### src/rtl/ring_decode.sv
// ---------------------------------------------------------------------------
// ring_decode
//
// Purpose:
//   Watches a ring counter and decodes it. Each sample taken while ring_vld
//   is high is checked for legality (exactly one bit set). The position of
//   the set bit is reported in binary. A small tracker confirms that the
//   ring rotates right, one position per accepted sample, with bit 0
//   wrapping to the MSB. The tracker then counts complete revolutions and
//   flags sequence errors.
//
// Ports:
//   clk        - sole clock, rising edge
//   rst        - asynchronous, active-high reset
//   ring_in    - ring-counter state to decode (CNT_SIZE bits)
//   ring_vld   - ring_in is accepted on an edge only when this is high
//   clr_err    - clears err / err_cnt (a coincident new error still wins)
//   idx        - binary position of the set bit in the last legal sample
//   onehot_ok  - last accepted sample had exactly one bit set
//   locked     - tracker is following a correct right rotation
//   rev_pulse  - one-cycle pulse for each completed revolution
//   rev_cnt    - revolution count, wraps 255 -> 0
//   err        - sticky sequence-error flag
//   err_cnt    - sequence-error count, saturates at 255
//
// All outputs are registered. A sample accepted on edge k shows up in the
// outputs right after edge k.
// ---------------------------------------------------------------------------
module ring_decode #(
    parameter int CNT_SIZE = 8,
    parameter int IDX_W    = 3
) (
    input  logic                clk,
    input  logic                rst,
    input  logic [CNT_SIZE-1:0] ring_in,
    input  logic                ring_vld,
    input  logic                clr_err,
    output logic [IDX_W-1:0]    idx,
    output logic                onehot_ok,
    output logic                locked,
    output logic                rev_pulse,
    output logic [7:0]          rev_cnt,
    output logic                err,
    output logic [7:0]          err_cnt
);

    // Tracker states. SEARCH waits for any legal sample. CONFIRM holds one
    // candidate position and waits for its right-rotation successor.
    // LOCKED follows the rotation and treats any deviation as an error.
    typedef enum logic [1:0] {
        SEARCH  = 2'd0,
        CONFIRM = 2'd1,
        LOCKED  = 2'd2
    } state_t;

    state_t state;
    state_t state_next;

    logic               sample_nonzero;
    logic               sample_multi;
    logic               sample_legal;
    logic [IDX_W-1:0]   sample_pos;
    logic [IDX_W-1:0]   expected_pos;
    logic               in_sequence;
    logic               wrap_step;
    logic               seq_error;
    logic               count_rev;

    // Sample decode. A vector is one-hot when it is non-zero and clearing
    // its lowest set bit leaves nothing behind. The position encoder ORs the
    // index of every set bit. For a legal sample this gives exactly the
    // position of the single set bit. For an illegal sample the value is
    // meaningless, and it is never used because idx only loads on legal
    // samples.
    always_comb begin
        sample_nonzero = |ring_in;
        sample_multi   = |(ring_in & (ring_in - CNT_SIZE'(1)));
        sample_legal   = sample_nonzero && !sample_multi;
        sample_pos     = '0;
        for (int i = 0; i < CNT_SIZE; i++) begin
            if (ring_in[i]) begin
                sample_pos = sample_pos | IDX_W'(i);
            end
        end
    end

    // Successor prediction. idx always holds the last legal position, and
    // that is also the position the tracker is waiting to see succeeded. A
    // right rotation moves the set bit down by one, and position 0 wraps to
    // the MSB. Stepping out of position 0 is what marks a finished
    // revolution.
    always_comb begin
        expected_pos = (idx == '0) ? IDX_W'(CNT_SIZE - 1) : (idx - IDX_W'(1));
        in_sequence  = sample_legal && (sample_pos == expected_pos);
        wrap_step    = in_sequence && (idx == '0);
    end

    // State register for the tracker. Reset always drops back to SEARCH, so
    // that no history survives a reset.
    always_ff @(posedge clk or posedge rst) begin
        if (rst) begin
            state <= SEARCH;
        end else begin
            state <= state_next;
        end
    end

    // Next-state logic for the tracker, plus the per-edge events it raises.
    // Nothing moves while ring_vld is low. Mismatches in CONFIRM simply
    // retrain on the new position. Only LOCKED reports errors. The step that
    // enters LOCKED counts as a revolution when it wraps 0 -> MSB, the same
    // as any wrap taken while already locked.
    always_comb begin
        state_next = state;
        seq_error  = 1'b0;
        count_rev  = 1'b0;
        if (ring_vld) begin
            case (state)
                SEARCH: begin
                    if (sample_legal) begin
                        state_next = CONFIRM;
                    end
                end
                CONFIRM: begin
                    if (!sample_legal) begin
                        state_next = SEARCH;
                    end else if (in_sequence) begin
                        state_next = LOCKED;
                        count_rev  = wrap_step;
                    end
                end
                LOCKED: begin
                    if (in_sequence) begin
                        count_rev = wrap_step;
                    end else begin
                        state_next = SEARCH;
                        seq_error  = 1'b1;
                    end
                end
                default: begin
                    state_next = SEARCH;
                end
            endcase
        end
    end

    // Decode outputs. onehot_ok reflects every accepted sample. idx only
    // takes legal positions, so after a bad sample it still shows where the
    // ring last was. locked comes from the next state, so it is a registered
    // copy of "the tracker is in LOCKED" without any extra cycle of lag.
    always_ff @(posedge clk or posedge rst) begin
        if (rst) begin
            idx       <= '0;
            onehot_ok <= 1'b0;
            locked    <= 1'b0;
        end else begin
            locked <= (state_next == LOCKED);
            if (ring_vld) begin
                onehot_ok <= sample_legal;
                if (sample_legal) begin
                    idx <= sample_pos;
                end
            end
        end
    end

    // Revolution bookkeeping. The pulse is rebuilt every cycle, so it
    // falls back to 0 on any edge that does not complete a revolution. This
    // includes idle edges. The counter is free-running modulo 256.
    always_ff @(posedge clk or posedge rst) begin
        if (rst) begin
            rev_pulse <= 1'b0;
            rev_cnt   <= 8'd0;
        end else begin
            rev_pulse <= count_rev;
            if (count_rev) begin
                rev_cnt <= rev_cnt + 8'd1;
            end
        end
    end

    // Error bookkeeping. A new error takes priority over a clear. If both
    // land on the same edge, the clear wipes the old count and the new error
    // is then counted on top of it, so the result is exactly 1. The
    // counter saturates rather than wrapping. This keeps a burst of errors
    // from ever reading back as "few errors". clr_err works whether or not
    // a sample is being accepted.
    always_ff @(posedge clk or posedge rst) begin
        if (rst) begin
            err     <= 1'b0;
            err_cnt <= 8'd0;
        end else if (seq_error) begin
            err <= 1'b1;
            if (clr_err) begin
                err_cnt <= 8'd1;
            end else if (err_cnt != 8'hFF) begin
                err_cnt <= err_cnt + 8'd1;
            end
        end else if (clr_err) begin
            err     <= 1'b0;
            err_cnt <= 8'd0;
        end
    end

endmodule

### config.mk
export PLATFORM = sky130hd
export DESIGN_NAME = ring_decode
export DESIGN_NICKNAME = d
export VERILOG_FILES = /design/src/rtl/ring_decode.sv
export SDC_FILE = /design/constraint.sdc
export NUM_CORES = 1
export LEC_CHECK = 0
export CAP_MARGIN = 20
export CORE_ASPECT_RATIO = 1.25
export CORE_UTILIZATION = 54
export DETAILED_ROUTE_END_ITERATION = 7
export GPL_TIMING_DRIVEN = 0
export PLACE_DENSITY = 0.94
export SLEW_MARGIN = 20
export SYNTH_ARGS = -nofsm -noshare
export SYNTH_HDL_FRONTEND = slang
export SYNTH_SLANG_ARGS = --single-unit
export TNS_END_PERCENT = 100
### constraint.sdc
create_clock -name clk -period 6.9 [get_ports clk]
set_clock_uncertainty 0.1 [all_clocks]
set_input_delay 2.07 -clock clk [delete_from_list [all_inputs] [get_ports clk]]
set_output_delay 2.07 -clock clk [all_outputs]
set_load 0.02 [all_outputs]
=== Word level (Yosys, flattened, before mapping) ===
Cells that the tools add are included.
W data, S select, Z words.

* Bits in latches: 0
* RAM bits: 0
* Memories kept: 0
* Flip-flop bits (word level): 25
* Bits of input ports: 12
* ROM bits: 0
* Word-level logic and storage cells: 57

* Div/mod/pow operators: 0
* Order comparisons: 0
* Reductions and logical operators: 12
* Multiplexer cells: 27
* Shift-type cells: 0
* Bitwise operators: 1
* Eq/ne operators: 5
* Add/subtract/negate cells: 4
* $mul: 0

{| class="wikitable"
|+ Operator list
! operator !! count
|-
| $mux W8 || 4
|-
| $add A8 B1 Y8 const B || 2
|-
| $reduce_or A8 Y1 || 2
|-
| $mux W3 || 5
|-
| $mux W2 || 7
|-
| $mux W1 || 9
|-
| $and A8 B8 Y8 || 1
|-
| $ne A8 B8 Y1 const B || 1
|-
| $sub A8 B1 Y8 const B || 1
|-
| $pmux W2 S3 || 1
|-
| $eq A2 B2 Y1 const B || 2
|-
| $reduce_and A2 Y1 || 2
|-
| $reduce_bool A2 Y1 || 2
|-
| $eq A3 B3 Y1 || 1
|-
| $logic_and A1 B1 Y1 || 3
|-
| $logic_not A3 Y1 || 1
|-
| $sub A3 B1 Y3 const B || 1
|-
| $eq A2 B1 Y1 const B || 1
|-
| $logic_not A2 Y1 || 1
|-
| $pmux W1 S2 || 1
|-
| $logic_not A1 Y1 || 1
|}

=== Logic depth before layout (Yosys ltp) ===
* Word-level depth: 14
* Depth in mapped cells: 9

=== Worst setup path before layout ===
OpenSTA, ideal clock, no wires.

* Kind: input to register
* Start: input port ring_in[4]
* End: register err_cnt[3]
* Slack: 2605 ps
* Library setup time: 125 ps
* Stages: 6
* Required time: 6675 ps
* Arrival time: 4070 ps
* Cell sequence: or4_4 > xor2_1 > o311ai_4 > buf_6 > nor4b_4 > mux2_4

* Cells in the longest elaborated chain, start to end: 11
* Elaborated cells on any way between the ends: 18
* Classes of those cells: add/sub (1); eq/ne (1); mux (8); bitwise (1); reduce/logical (7)

{| class="wikitable"
|+ RTL lines
! element !! RTL line !! source
|-
| start, declared || 35 || <nowiki>input logic [CNT_SIZE-1:0] ring_in,</nowiki>
|-
| $sub A8 B1 Y8 / $mux W3 (equally long branches) || 77, 81 ||
|-
| $and A8 B8 Y8 / $mux W3 (equally long branches) || 77, 81 ||
|-
| $reduce_or A8 Y1 / $mux W3 (equally long branches) || 77, 81 ||
|-
| $logic_not A1 Y1 / $mux W3 (equally long branches) || 78, 81 ||
|-
| $logic_and A1 B1 Y1 / $eq A3 B3 Y1 (equally long branches) || 78, 94 ||
|-
| $logic_and A1 B1 Y1 (*) || 94 || <nowiki>in_sequence = sample_legal && (sample_pos == expected_pos);</nowiki>
|-
| $mux W1 (*) || 133 || <nowiki>if (in_sequence) begin</nowiki>
|-
| $mux W1 (*) || 118 || <nowiki>case (state)</nowiki>
|-
| $mux W1 (*) || 117 || <nowiki>if (ring_vld) begin</nowiki>
|-
| $reduce_bool A2 Y1 (no source line) || n/a ||
|-
| $reduce_and A2 Y1 (no source line) || n/a ||
|-
| end signal, assigned || 197 || <nowiki>err_cnt <= err_cnt + 8'd1;</nowiki>
|-
| end, declared || 44 || <nowiki>output logic [7:0] err_cnt</nowiki>
|}

Every way passes the cells marked *; elsewhere a longest branch is shown, timed or not.
A chain may end at the register's enable or synchronous reset.

=== Final worst setup path ===
* Start: input port ring_in[5]
* End: register err_cnt[3]

* Cells in the longest elaborated chain, start to end: 11
* Elaborated cells on any way between the ends: 17
* Classes of those cells: add/sub (1); eq/ne (1); mux (7); bitwise (1); reduce/logical (7)

{| class="wikitable"
|+ RTL lines
! element !! RTL line !! source
|-
| $sub A8 B1 Y8 || 77 || <nowiki>sample_multi = |(ring_in & (ring_in - CNT_SIZE'(1)));</nowiki>
|-
| $and A8 B8 Y8 || 77 ||
|-
| $reduce_or A8 Y1 || 77 ||
|-
| $logic_not A1 Y1 || 78 || <nowiki>sample_legal = sample_nonzero && !sample_multi;</nowiki>
|-
| $logic_and A1 B1 Y1 || 78 ||
|-
| $logic_and A1 B1 Y1 (*) || 94 ||
|-
| $mux W1 (*) || 133 ||
|-
| $mux W1 (*) || 118 ||
|-
| $mux W1 (*) || 117 ||
|-
| $reduce_bool A2 Y1 (no source line) || n/a ||
|-
| $reduce_and A2 Y1 (no source line) || n/a ||
|}

Marks and branches as above.

==> summary.md <==
| Metric | Value |
|---|---|
| Relative slew slack | 36.31% |
| Count of flip-flops with a built-in enable after synthesis | 0 |
| Layout area overhead | 25.56% |
| Slowest-stage cell, CP | sky130_fd_sc_hd__xor2_1 |
| Max stage delay on crit path | around 0.66 ns |
| First-pass iteration count of the detailed router | 4 |
| Pins Over Slew Limit | 0 |
| Synth Net Count | about 170 |
| Maxcap violations | 0 |
| Data arrival time of the worst path | roughly 4.7 ns |
| Proportion of layout cells with a drive suffix above 1 | around 16% |
| Share of the yosys chip area belonging to registers | between 30% and 40% |
| Drt first-iter violations | 18 |
| Mapped Cells | approximately 150 |
| Mean area per synthesized cell | 10.92 µm² |
| Number of standard-cell rows in the floorplan | 21 |
| Overall power of the completed layout | roughly 0.30 mW |
| Post-synthesis cell area | between 1500 and 2000 µm² |
| Count of nets left with antenna violations after detail routing | 0 |
| Number of endpoints with negative hold slack in the final report | 0 |
| Area of the die | 3196 µm² |
| Maximum VDD drop | 116.3 µV |
| Crit. End Element | register |
| Leak pwr | 0.8785 nW |
| Share of synthesized flip-flops with an asynchronous set or reset | 100.0% |
| Initial cell density of the core | around 58% |
| Core Util, Final | 73.06% |
| Endpoint required time on the critical path | between 7 and 8 ns |
| TritonCTS clock tree | yes |
| DRC violations left | 0 |
| Total wire length | 3077 µm |
| Cell Chain, Critical Path | clkdlybuf4s50_1 > or4_4 > xor2_1 > o311ai_4 > buf_6 > nor4b_4 > mux2_4 |
| Clock-pin slew on the worst setup and hold paths | 0.14 ns |
| Post-route clock period utilization | 65.62% |
| Amount of wire on met3 after detailed routing | about 120 µm |
| Top routing layer used | met4 |
| Horizontal die dimension | around 50 µm |
| I/O pin cnt | 35 |
| Pin count of the biggest net entering global routing | 26 |
| Count of hold-fix buffers inserted at cts | 0 |
| Detailed-routed wire length on met2 | ~1700 µm |
| Fmax | approximately 220 MHz |
| Synth Register Bits | 25 |
| Pin slew with the least headroom to its limit | ~0.95 ns |
| Dpl ws | about 2.0 ns |
| Placer Congestion | just over 0.8 |
| Hold WC Path Type | register to register |
| Clock Path Buffers | 2 |
| Filler cells | 202 |
| Total number of clock tree sinks | 25 |
| Fin nets | slightly above 200 |
| Total CTS buffers | 3 |
| Number of antenna diodes | 0 |
| Class of the most critical setup path | input pin to register |
| Setup slack after layout | 2.372 ns |
| H-Tree Level Count | 1 |
| Antenna violations before repair | 0 |
| Final count of negative-setup-slack endpoints | 0 |
| Kind of start point of the critical path | input pin |
| Top_reg_cell synth | sky130_fd_sc_hd__dfrtp_1 |
| Post CTS Setup Buffer Count | 0 |
| Root buffer selected by CTS | sky130_fd_sc_hd__clkbuf_4 |
| HPWL Detailed | between 2000 and 2500 µm |
| Resized Gates After CTS | 0 |
| Wire length the detailed router placed on met1 | 1218 µm |
| Crit-path max FO | 10 |
| Remaining Overflow, GRT | 0 |
| Die Ht | approximately 63 µm |
| Status | finished clean |
| Quantity of I/O buffers inserted on ports | 34 |
| Core area | 2759 µm² |
| Vias per cell | 5.863 |
| Wire length of the first global-routing pass | 5375 µm |
| Yosys top cell by area | sky130_fd_sc_hd__dfrtp_1 |
| Time the final worst path needs with I/O delays and setup | 4.528 ns |
| Skew-Pair Late Insertion Delay | between 0.3 and 0.4 ns |
| Synth top area share | 38.97% |
| Via total after detailed routing | around 1300 |
| Unrepaired setup endpoints after global routing | no |
| Via count of the first global-routing pass | 1300 |
| Routed WL per cell | around 14 µm |
| Critical path buffer and inverter count | 2 |
| Accumulated negative setup slack | 0 ns |
| Cell class contributing the biggest share of worst-path delay | simple AND/OR/NAND/NOR gates |
| Number of distinct standard cells referenced by the synthesized netlist | 46 |
| Power density over the cells | roughly 150 nW/µm² |
| Global-route total usage across every layer | about 21% |
| Cell types with the largest area share after synthesis | sky130_fd_sc_hd__dfrtp_1 (39%), sky130_fd_sc_hd__ha_1 (6.2%), sky130_fd_sc_hd__xnor2_1 (3.8%) |
| Warnings, synthesis | 0 |
[cells in the mapped netlist, drive strengths merged (4+ instances only)]
cell type  instances
ha                 8
nor2b              5
mux2               8
dfrtp             25
nand4              4
inv               11
a21oi              4
o21ai              5
or4                4
nor3               5
nor2              13
nand2              6
xnor2              7
and3               7
[final cells by class]
| class | count | area [µm²] | area share, % |
|---|---|---|---|
| inverters | 11 | 41.29 | 2.048 |
| well taps | 34 | 42.54 | 2.110 |
| clock inverters | 1 | 5.005 | 0.2483 |
| repair buffers | 34 | 340.3 | 16.88 |
| clock buffers | 3 | 22.52 | 1.117 |
| plain buffers | 4 | 33.78 | 1.676 |
| multi-input cells | 107 | 904.6 | 44.88 |
| flip-flops and latches | 25 | 625.6 | 31.04 |
[registers in the layout, indices dropped and copies added (netlist names)]
name	cells
err	1
state	2
rev_pulse	1
idx	3
locked	1
onehot_ok	1
err_cnt	8
rev_cnt	8
[per-layer routing]
metal / GRT usage, % / vias to the layer above
li1: - / 609
met1: 23.37 / 627
met2: 39.33 / 40
met3: 2.190 / 8
met4: 11.11 / 0
met5: 0 / -
[logic make-up (layout without fill, tap and decap cells)]
group,Yosys count,count (layout),share of synthesized area (%)
simple gates,57,57,25.18
buf+inv,15,53,4.676
xor+xnor,10,10,5.456
flops,25,25,38.97
fa+ha+maj,8,8,6.236
compound gates,24,24,12.94
mux,8,8,6.547
[cells in the final DEF, fill, tap and decap left out, types with 3 or more instances in the layout]
master	n
sky130_fd_sc_hd__a21oi_1	4
sky130_fd_sc_hd__and3_1	7
sky130_fd_sc_hd__clkbuf_4	3
sky130_fd_sc_hd__clkdlybuf4s50_1	34
sky130_fd_sc_hd__dfrtp_1	25
sky130_fd_sc_hd__ha_1	8
sky130_fd_sc_hd__inv_1	11
sky130_fd_sc_hd__mux2_2	3
sky130_fd_sc_hd__mux2_4	4
sky130_fd_sc_hd__nand2_1	5
sky130_fd_sc_hd__nand4_1	4
sky130_fd_sc_hd__nor2_1	13
sky130_fd_sc_hd__nor2b_1	5
sky130_fd_sc_hd__nor3_1	3
sky130_fd_sc_hd__o21ai_0	5
sky130_fd_sc_hd__or4_4	3
sky130_fd_sc_hd__xnor2_1	7
sky130_fd_sc_hd__xor2_1	3
[where the power goes]
| group | leakage [nW] | internal, mW | total [mW] | switching (mW) |
|---|---|---|---|---|
| sequential | 0.341 | 0.153 | 0.158 | 0.00558 |
| clock | 0.0177 | 0.0218 | 0.0673 | 0.0455 |
| combinational | 0.520 | 0.0308 | 0.0731 | 0.0423 |
[per-stage QoR]
step                      cell area [µm²]  instances  hold slack [ns]
after floorplan                      1605        147           0.4826
after detailed placement             1988        215           0.3859
final                                2016        219           0.3968
after global routing                 2016        219           0.4200
after CTS                            2016        219           0.4049
after global placement               1988        215           0.3623
[worst paths after layout]
path / start / cells after the start / slack [ns] / endpoint
worst max-delay path: ring_in[5] / 7 / 2.37 / err_cnt[3]$_DFFE_PP0P_
worst min-delay path: rev_cnt[7]$_DFFE_PP0P_ / 1 / 0.40 / rev_cnt[7]$_DFFE_PP0P_
worst max register to register: idx[0]$_DFFE_PP0P_ / 9 / 4.17 / err_cnt[3]$_DFFE_PP0P_
worst min register to register: rev_cnt[7]$_DFFE_PP0P_ / 1 / 0.40 / rev_cnt[7]$_DFFE_PP0P_
max in group asynchronous: rst / 2 / 3.97 / rev_cnt[2]$_DFFE_PP0P_
min in group asynchronous: rst / 2 / 2.14 / rev_cnt[7]$_DFFE_PP0P_
(Power assumes the default switching activity.)
